### src/rtl/pcpi_mac_pkg.sv
// rtl/pcpi_mac_pkg.sv - shared decode constants, state enum and match helper for the PCPI MAC unit
package pcpi_mac_pkg;

    localparam logic [6:0] MAC_OPCODE = 7'b0001011;
    localparam logic [6:0] MAC_FUNCT7 = 7'b0000000;

    localparam logic [2:0] F3_MAC    = 3'b000;
    localparam logic [2:0] F3_MACCLR = 3'b001;
    localparam logic [2:0] F3_RDACC  = 3'b010;
    localparam logic [2:0] F3_WRACC  = 3'b011;

    typedef enum logic [1:0] {
        ST_IDLE = 2'd0,
        ST_MUL  = 2'd1,
        ST_DONE = 2'd2
    } state_t;

    // True only for the four claimed instructions; funct3 codes 1xx are left
    // unclaimed so the core's PCPI timeout raises an illegal-instruction trap.
    function automatic logic insn_match(input logic [31:0] insn);
        return (insn[6:0] == MAC_OPCODE) &&
               (insn[31:25] == MAC_FUNCT7) &&
               (insn[14] == 1'b0);
    endfunction

endpackage

### src/rtl/pcpi_mac_if.sv
// rtl/pcpi_mac_if.sv - PCPI handshake bundle between the core (master) and the MAC responder (slave)
interface pcpi_mac_if;

    logic        pcpi_valid;
    logic [31:0] pcpi_insn;
    logic [31:0] pcpi_rs1;
    logic [31:0] pcpi_rs2;
    logic        pcpi_wr;
    logic [31:0] pcpi_rd;
    logic        pcpi_wait;
    logic        pcpi_ready;

    modport master (
        output pcpi_valid, pcpi_insn, pcpi_rs1, pcpi_rs2,
        input  pcpi_wr, pcpi_rd, pcpi_wait, pcpi_ready
    );

    modport slave (
        input  pcpi_valid, pcpi_insn, pcpi_rs1, pcpi_rs2,
        output pcpi_wr, pcpi_rd, pcpi_wait, pcpi_ready
    );

endinterface

### src/rtl/pcpi_mac_mul.sv
// rtl/pcpi_mac_mul.sv - start/done 32x32->32 multiplier, iterative by default, single-cycle under PCPI_MAC_FAST_MUL_EN
module pcpi_mac_mul #(
    parameter int MUL_CYCLES = 32
) (
    input  logic        clk,
    input  logic        resetn,
    input  logic        start,
    input  logic        abort,
    input  logic [31:0] a,
    input  logic [31:0] b,
    output logic        done,
    output logic [31:0] product
);

`ifdef PCPI_MAC_FAST_MUL_EN

    logic [31:0] prod_q;
    logic        pend_q;

    // Register the full product at start; done follows one cycle later.
    always_ff @(posedge clk or negedge resetn) begin
        if (!resetn) begin
            prod_q <= 32'd0;
            pend_q <= 1'b0;
        end else begin
            pend_q <= start && !abort;
            if (start) begin
                prod_q <= a * b;
            end
        end
    end

    assign done    = pend_q;
    assign product = prod_q;

`else

    localparam int CW = $clog2(MUL_CYCLES);

    logic [31:0]   mcand_q;
    logic [31:0]   mplier_q;
    logic [31:0]   psum_q;
    logic [CW-1:0] cnt_q;
    logic          run_q;
    logic [31:0]   step_sum;

    // The last step's sum is exposed combinationally so the caller can commit
    // the result on the same edge that performs the final iteration.
    assign step_sum = psum_q + (mplier_q[0] ? mcand_q : 32'd0);
    assign done     = run_q && (cnt_q == CW'(MUL_CYCLES - 1));
    assign product  = step_sum;

    // One shift-add step per cycle while running; only low 32 bits are kept.
    always_ff @(posedge clk or negedge resetn) begin
        if (!resetn) begin
            mcand_q  <= 32'd0;
            mplier_q <= 32'd0;
            psum_q   <= 32'd0;
            cnt_q    <= '0;
            run_q    <= 1'b0;
        end else if (start) begin
            mcand_q  <= a;
            mplier_q <= b;
            psum_q   <= 32'd0;
            cnt_q    <= '0;
            run_q    <= 1'b1;
        end else if (abort) begin
            run_q <= 1'b0;
        end else if (run_q) begin
            psum_q   <= step_sum;
            mcand_q  <= {mcand_q[30:0], 1'b0};
            mplier_q <= {1'b0, mplier_q[31:1]};
            cnt_q    <= cnt_q + 1'b1;
            if (done) begin
                run_q <= 1'b0;
            end
        end
    end

`endif

endmodule

### src/rtl/pcpi_mac_unit.sv
// rtl/pcpi_mac_unit.sv - PCPI custom-0 multiply-accumulate responder (PCPI_MAC_FAST_MUL_EN selects the single-cycle multiplier)
module pcpi_mac_unit
    import pcpi_mac_pkg::*;
#(
    parameter int MUL_CYCLES = 32
) (
    input  logic        clk,
    input  logic        resetn,
    pcpi_mac_if.slave   pcpi,
    output logic        busy
);

    state_t      state_q;
    logic [31:0] acc_q;
    logic [31:0] rd_q;
    logic [2:0]  op_q;
    logic        armed_q;
    logic        ready_q;
    logic        wr_q;

    logic        match;
    logic [2:0]  funct3;
    logic        accept;
    logic        mul_start;
    logic        mul_abort;
    logic        mul_done;
    logic [31:0] mul_product;
    logic [31:0] mul_result;

    assign match  = insn_match(pcpi.pcpi_insn);
    assign funct3 = pcpi.pcpi_insn[14:12];

    // A new instruction is taken only from IDLE and only once valid has been
    // seen low since the last completion, so a held valid cannot re-issue.
    assign accept    = pcpi.pcpi_valid && match && armed_q && (state_q == ST_IDLE);
    assign mul_start = accept && (funct3 == F3_MAC || funct3 == F3_MACCLR);
    assign mul_abort = (state_q == ST_MUL) && !pcpi.pcpi_valid;

    assign mul_result = (op_q == F3_MAC) ? (acc_q + mul_product) : mul_product;

    pcpi_mac_mul #(
        .MUL_CYCLES (MUL_CYCLES)
    ) u_mul (
        .clk     (clk),
        .resetn  (resetn),
        .start   (mul_start),
        .abort   (mul_abort),
        .a       (pcpi.pcpi_rs1),
        .b       (pcpi.pcpi_rs2),
        .done    (mul_done),
        .product (mul_product)
    );

    // Control FSM, accumulator and registered PCPI response.
    always_ff @(posedge clk or negedge resetn) begin
        if (!resetn) begin
            state_q <= ST_IDLE;
            acc_q   <= 32'd0;
            rd_q    <= 32'd0;
            op_q    <= F3_MAC;
            armed_q <= 1'b1;
            ready_q <= 1'b0;
            wr_q    <= 1'b0;
            busy    <= 1'b0;
        end else begin
            ready_q <= 1'b0;
            wr_q    <= 1'b0;
            if (!pcpi.pcpi_valid) begin
                armed_q <= 1'b1;
            end
            case (state_q)
                ST_IDLE: begin
                    if (accept) begin
                        busy <= 1'b1;
                        case (funct3)
                            F3_RDACC: begin
                                rd_q    <= acc_q;
                                ready_q <= 1'b1;
                                wr_q    <= 1'b1;
                                state_q <= ST_DONE;
                            end
                            F3_WRACC: begin
                                rd_q    <= acc_q;
                                acc_q   <= pcpi.pcpi_rs1;
                                ready_q <= 1'b1;
                                wr_q    <= 1'b1;
                                state_q <= ST_DONE;
                            end
                            default: begin
                                op_q    <= funct3;
                                state_q <= ST_MUL;
                            end
                        endcase
                    end
                end
                ST_MUL: begin
                    if (!pcpi.pcpi_valid) begin
                        state_q <= ST_IDLE;
                        busy    <= 1'b0;
                    end else if (mul_done) begin
                        acc_q   <= mul_result;
                        rd_q    <= mul_result;
                        ready_q <= 1'b1;
                        wr_q    <= 1'b1;
                        state_q <= ST_DONE;
                    end
                end
                ST_DONE: begin
                    armed_q <= !pcpi.pcpi_valid;
                    state_q <= ST_IDLE;
                    busy    <= 1'b0;
                end
                default: begin
                    state_q <= ST_IDLE;
                    busy    <= 1'b0;
                end
            endcase
        end
    end

    // Wait is combinational so the core's timeout is suppressed from cycle 0.
    assign pcpi.pcpi_wait  = resetn && pcpi.pcpi_valid && match && (state_q != ST_DONE);
    assign pcpi.pcpi_ready = ready_q;
    assign pcpi.pcpi_wr    = wr_q;
    assign pcpi.pcpi_rd    = rd_q;

endmodule

### src/flat_wrapper.sv
// flat-port wrapper written by rule: the top's interface ports become plain ports
module pcpi_mac_unit_flat import pcpi_mac_pkg::*;
#(
    parameter int MUL_CYCLES = 32
)
  (clk, resetn, busy, pcpi_pcpi_valid, pcpi_pcpi_insn, pcpi_pcpi_rs1, pcpi_pcpi_rs2, pcpi_pcpi_wr, pcpi_pcpi_rd, pcpi_pcpi_wait, pcpi_pcpi_ready);
  pcpi_mac_if pcpi_i ();
  input  logic clk;
  input  logic resetn;
  output logic busy;
  input wire logic [$bits(pcpi_i.pcpi_valid)-1:0] pcpi_pcpi_valid;
  input wire logic [$bits(pcpi_i.pcpi_insn)-1:0] pcpi_pcpi_insn;
  input wire logic [$bits(pcpi_i.pcpi_rs1)-1:0] pcpi_pcpi_rs1;
  input wire logic [$bits(pcpi_i.pcpi_rs2)-1:0] pcpi_pcpi_rs2;
  output wire logic [$bits(pcpi_i.pcpi_wr)-1:0] pcpi_pcpi_wr;
  output wire logic [$bits(pcpi_i.pcpi_rd)-1:0] pcpi_pcpi_rd;
  output wire logic [$bits(pcpi_i.pcpi_wait)-1:0] pcpi_pcpi_wait;
  output wire logic [$bits(pcpi_i.pcpi_ready)-1:0] pcpi_pcpi_ready;
  assign pcpi_i.pcpi_valid = pcpi_pcpi_valid;
  assign pcpi_i.pcpi_insn = pcpi_pcpi_insn;
  assign pcpi_i.pcpi_rs1 = pcpi_pcpi_rs1;
  assign pcpi_i.pcpi_rs2 = pcpi_pcpi_rs2;
  assign pcpi_pcpi_wr = pcpi_i.pcpi_wr;
  assign pcpi_pcpi_rd = pcpi_i.pcpi_rd;
  assign pcpi_pcpi_wait = pcpi_i.pcpi_wait;
  assign pcpi_pcpi_ready = pcpi_i.pcpi_ready;
  pcpi_mac_unit #(.MUL_CYCLES(MUL_CYCLES)) u_core (.clk(clk), .resetn(resetn), .pcpi(pcpi_i), .busy(busy));
endmodule
### config.mk
export PLATFORM = sky130hd
export DESIGN_NAME = pcpi_mac_unit_flat
export DESIGN_NICKNAME = d
export VERILOG_FILES = /design/src/rtl/pcpi_mac_pkg.sv /design/src/rtl/pcpi_mac_if.sv /design/src/rtl/pcpi_mac_mul.sv /design/src/rtl/pcpi_mac_unit.sv /design/src/flat_wrapper.sv
export SDC_FILE = /design/constraint.sdc
export NUM_CORES = 1
export LEC_CHECK = 0
export CORE_ASPECT_RATIO = 1.4
export CORE_MARGIN = 8
export CORE_UTILIZATION = 50
export DETAILED_ROUTE_END_ITERATION = 8
export HOLD_SLACK_MARGIN = 0.1
export PLACE_DENSITY = 0.75
export SYNTH_ARGS = -nofsm -noshare
export SYNTH_HDL_FRONTEND = slang
export SYNTH_SLANG_ARGS = --single-unit
### constraint.sdc
create_clock -name clk -period 4.8 [get_ports clk]
set_input_delay 0.96 -clock clk [delete_from_list [all_inputs] [get_ports clk]]
set_output_delay 0.96 -clock clk [all_outputs]
set_load 0.02 [all_outputs]
==> reports/qor.csv <==
stage,metric,value,unit
drt,drt_iter0_markers,808,
drt,num_vias,11171,
floorplan,pin_count,135,
drt,drt_wl_total,35200,um
power_and_ir_drop,p_per_area,212,mW/mm^2
yosys,synth_edf_count,0,
worst_setup_path,cp_slowest_cell,dfrtp_1,
timing,setup_ws,-0.374,ns
drt,firstDrtPassIters,5,
yosys,mappedNetlistNets,1517,
layout,layout-drive-gt1-share,0.195,
clock_network,ctsHoldBuffers,0,
clock_network,cts_buffer_depth,2,
place,hpwl,25200,um
worst_setup_path,crit_chain,buf_12 -> and2_4 -> ha_4 -> fa_2 -> a21oi_2 -> o21bai_2 -> a211oi_4 -> nor4_4 -> nor4b_4 -> buf_4 -> o41ai_2 -> xnor2_1 -> inv_1 -> ha_4 -> nand2_1 -> nor2_1 -> a211oi_2 -> or3b_4 -> o211ai_1 -> a32oi_1 -> xnor2_1 -> or3_1 -> a21oi_2 -> o21ai_1,
clock_network,cts_buffers,17,
clock_network,worstSkewPairLatency,0.45,ns
grt,grtUsageTotal,0.253,
min_path,hp-start,u_core.armed_q$_DFFE_PN1P_,
worst_setup_path,worst_path_dominant_cell_family,compound AO/OA/AOI/OAI gates,
flow_run,drv_cap,0,
yosys,syn-mean-instance-area,8.45,um^2
floorplan,die_h,195,um
yosys,synth-seq-area-share,0.383,
worst_setup_path,cp_max_fo,7,
yosys,muxShareOfSynthArea,0.0582,
clock_network,clk_pin_slew,0.07,ns
grt,grt_max_degree,106,
grt,grt.overflow.total,0,
timing,slew_violations,0,
layout,syn_to_final_growth,35.0,%
layout,final_util,0.684,
floorplan,core-area,0.0224,mm^2
place,port_buffers,119,
timing,fmaxAchievable,193,MHz
grt,grt_first_pass_wirelength,56800,um
floorplan,initial_core_util,0.507,
worst_setup_path,r2r_start,u_core.u_mul.mplier_q[0]$_DFFE_PN0P_,
yosys,ys_seq_elements,174,
yosys,synth_top_flop_cell,dfrtp_1,
power_and_ir_drop,total_power,3.26,mW
yosys,synth_compound_area_frac,0.222,
timing,tightest_slew,0.959,ns
floorplan,num_rows,65,
min_path,min_path_type,reg2reg,
yosys,synthDistinctLibCells,66,
yosys,ys_warn_count,0,
outcome,status,finished with violations,
worst_setup_path,worstSetupPathType,reg2reg,
timing,slew_headroom,0.357,
timing,hold_viol,0,
timing,rsz0062_at_grt,true,
grt,antenna_found_initial,0,
layout,final_nets,1769,
worst_setup_path,startpoint_type,flop,
outcome,violations,setup timing,
timing,worst_hold_slack,0.460,ns
clock_network,cts_sinks,174,
power_and_ir_drop,peakVddDrop,0.000229,V
yosys,synth_area,0.0114,mm^2
yosys,synth_top_family_by_area,compound AO/OA/AOI/OAI gates,
yosys,async_flop_share,1.00,
timing,fin_skew,0.0132,ns
clock_network,htree_levels,4,
worst_setup_path,arrival,5.49,ns
worst_setup_path,slowest_delay,0.41,ns
layout,n_fill_cell,1763,
worst_setup_path,critPathBufInv,3,
worst_setup_path,crit_path_end_kind,flop,
drt,ant_nets,0,
layout,layout.cells.non_filler,1913,
layout,antenna_cells,0,
clock_network,tritoncts,yes,
yosys,netlist_instances,1347,
layout,multi_input_area,0.00719,mm^2
timing,finalSetupViolations,30,
drt,drt-wirelength-per-cell,18.4,um
timing,period_share,1.08,
drt,drc_errors,0,
yosys,synth-adder-area-share,0.0794,
worst_setup_path,required,5.11,ns
clock_network,cts-root-buf,clkbuf_16,
yosys,synth-xor-area-share,0.0423,
grt,grt_pass1_vias,11345,
layout,regArea,0.00436,mm^2
place,dp_cells,1853,
yosys,synth-simple-area-share,0.181,
power_and_ir_drop,leakagePower,7.28,nW
worst_setup_path,crit_start,u_core.u_mul.mplier_q[0]$_DFFE_PN0P_,
floorplan,fp.dieW,144,um
timing,min_period,5.17,ns
drt,vias_per_cell,5.84,
place,place_congestion,0.981,
floorplan,dieArea,0.0279,mm^2
## final cells by class
cell class	instances	share of cell area
Clock buffer	18	0.0286
Timing Repair Buffer	309	0.175
Tap cell	301	0.0245
Sequential cell	174	0.284
Multi-Input combinational cell	1069	0.468
Clock inverter	14	0.0133
Inverter	28	0.00684
## registers in the layout, summed over array words and instances, names as in the netlist
name and count:
u_core.op_q 3, u_core.acc_q 32, u_core.u_mul.cnt_q 5, u_core.busy 1, u_core.u_mul.mplier_q 32, u_core.pcpi.pcpi_ready 1, u_core.u_mul.mcand_q 32, u_core.pcpi.pcpi_rd 32
u_core.u_mul.run_q 1, u_core.state_q 2, u_core.u_mul.psum_q 32, u_core.armed_q 1
## worst paths after layout
kind	slack, ns	cells past startpoint	end
max in group asynchronous	2.72	3	u_core.u_mul.mcand_q[23]$_DFFE_PN0P_
setup reg to reg	-0.37	24	u_core.acc_q[31]$_DFFE_PN0P_
hold / removal	0.46	2	u_core.armed_q$_DFFE_PN1P_
hold reg to reg	0.46	2	u_core.armed_q$_DFFE_PN1P_
setup / recovery	-0.37	24	u_core.acc_q[31]$_DFFE_PN0P_
min in group asynchronous	0.69	2	u_core.acc_q[3]$_DFFE_PN0P_
## through the flow
| stage | area [um^2] | setup slack (ns) | setup TNS, ns |
|---|---|---|---|
| 2_1_floorplan | 11400 | 0.0202 | 0 |
| 3_3_place_gp | 14000 | -0.429 | -6.29 |
| 3_5_place_dp | 14000 | -0.514 | -8.91 |
| 4_1_cts | 15000 | -0.313 | -4.24 |
| 5_1_grt | 15400 | -0.575 | -13.10 |
| 6_report | 15400 | -0.374 | -5.23 |
## synthesized netlist by cell type, types with 3 or more instances
cell | count | area share
or3_1 | 8 | 0.0044
o21bai_1 | 8 | 0.0053
nor2b_1 | 12 | 0.0066
a31oi_1 | 5 | 0.0027
dfrtp_1 | 173 | 0.38
o31ai_1 | 23 | 0.015
a211oi_1 | 22 | 0.015
a21oi_1 | 107 | 0.047
clkbuf_1 | 70 | 0.023
inv_1 | 28 | 0.0092
o31a_1 | 3 | 0.0023
nand3_1 | 9 | 0.0040
nor2_1 | 104 | 0.034
nand4_1 | 12 | 0.0066
o211ai_1 | 11 | 0.0073
nor3b_1 | 4 | 0.0026
xor2_1 | 16 | 0.012
o221ai_1 | 3 | 0.0023
nand2_1 | 211 | 0.070
xnor2_1 | 39 | 0.030
or2_2 | 3 | 0.0016
nor4b_1 | 4 | 0.0031
a21o_1 | 28 | 0.018
ha_1 | 69 | 0.076
a21boi_0 | 5 | 0.0033
buf_2 | 3 | 0.0013
nor4_1 | 5 | 0.0027
and2_1 | 33 | 0.018
nand2b_1 | 8 | 0.0044
o21ai_1 | 5 | 0.0022
o21a_1 | 12 | 0.0079
and3_1 | 10 | 0.0055
nor3_1 | 29 | 0.013
mux2i_1 | 65 | 0.057
o21ai_0 | 161 | 0.071
## cell usage in the layout, fill, tap and decap left out, types with 18 or more instances in the layout
| cell type | count |
|---|---|
| buf_4 | 181 |
| nand2_1 | 208 |
| o21ai_0 | 144 |
| nor3_1 | 22 |
| nor2_1 | 98 |
| and2_1 | 31 |
| xnor2_1 | 33 |
| o31ai_1 | 22 |
| a21o_1 | 28 |
| a21oi_1 | 92 |
| clkdlybuf4s50_1 | 118 |
| mux2i_1 | 65 |
| dfrtp_1 | 173 |
| inv_1 | 27 |
| a211oi_1 | 18 |
| ha_1 | 63 |
## what timing repair did
item                       CTS  global route
setup endpoints to repair   37            42
pin swaps                   51            34
gates resized for setup     57            47
setup buffers               20             9
cloned                       0             0
## where the power goes
part | total (mW) | internal, mW | switching (mW)
clock | 1.54 | 0.896 | 0.642
combinational | 0.225 | 0.117 | 0.108
sequential | 1.50 | 1.48 | 0.0158
## layer usage
layer	share of wire	vias up	track usage
met5	0	-	0
met4	0.038	0	0.107
met3	0.056	89	0.0459
met2	0.49	388	0.432
met1	0.41	5415	0.306
li1	-	5279	-
## cells by family after synthesis
family | count (synthesis)
AO/OA/AOI/OAI | 419
XOR/XNOR | 55
adder cells (fa/ha/maj) | 71
buffers and inverters | 104
flip-flops | 174
multiplexers | 66
AND/OR/NAND/NOR | 458
## worst register-to-register path, stage by stage (launching register included)
cell      delay, ns
dfrtp_1        0.41
buf_12         0.15
and2_4         0.15
ha_4           0.16
fa_2           0.38
a21oi_2        0.16
o21bai_2       0.10
a211oi_4       0.30
nor4_4         0.11
nor4b_4        0.36
buf_4          0.18
o41ai_2        0.06
xnor2_1        0.26
inv_1          0.13
ha_4           0.25
nand2_1        0.06
nor2_1         0.05
a211oi_2       0.24
or3b_4         0.41
o211ai_1       0.27
a32oi_1        0.15
xnor2_1        0.15
or3_1          0.32
a21oi_2        0.16
o21ai_1        0.09
Power figures use the tool's default switching activity.
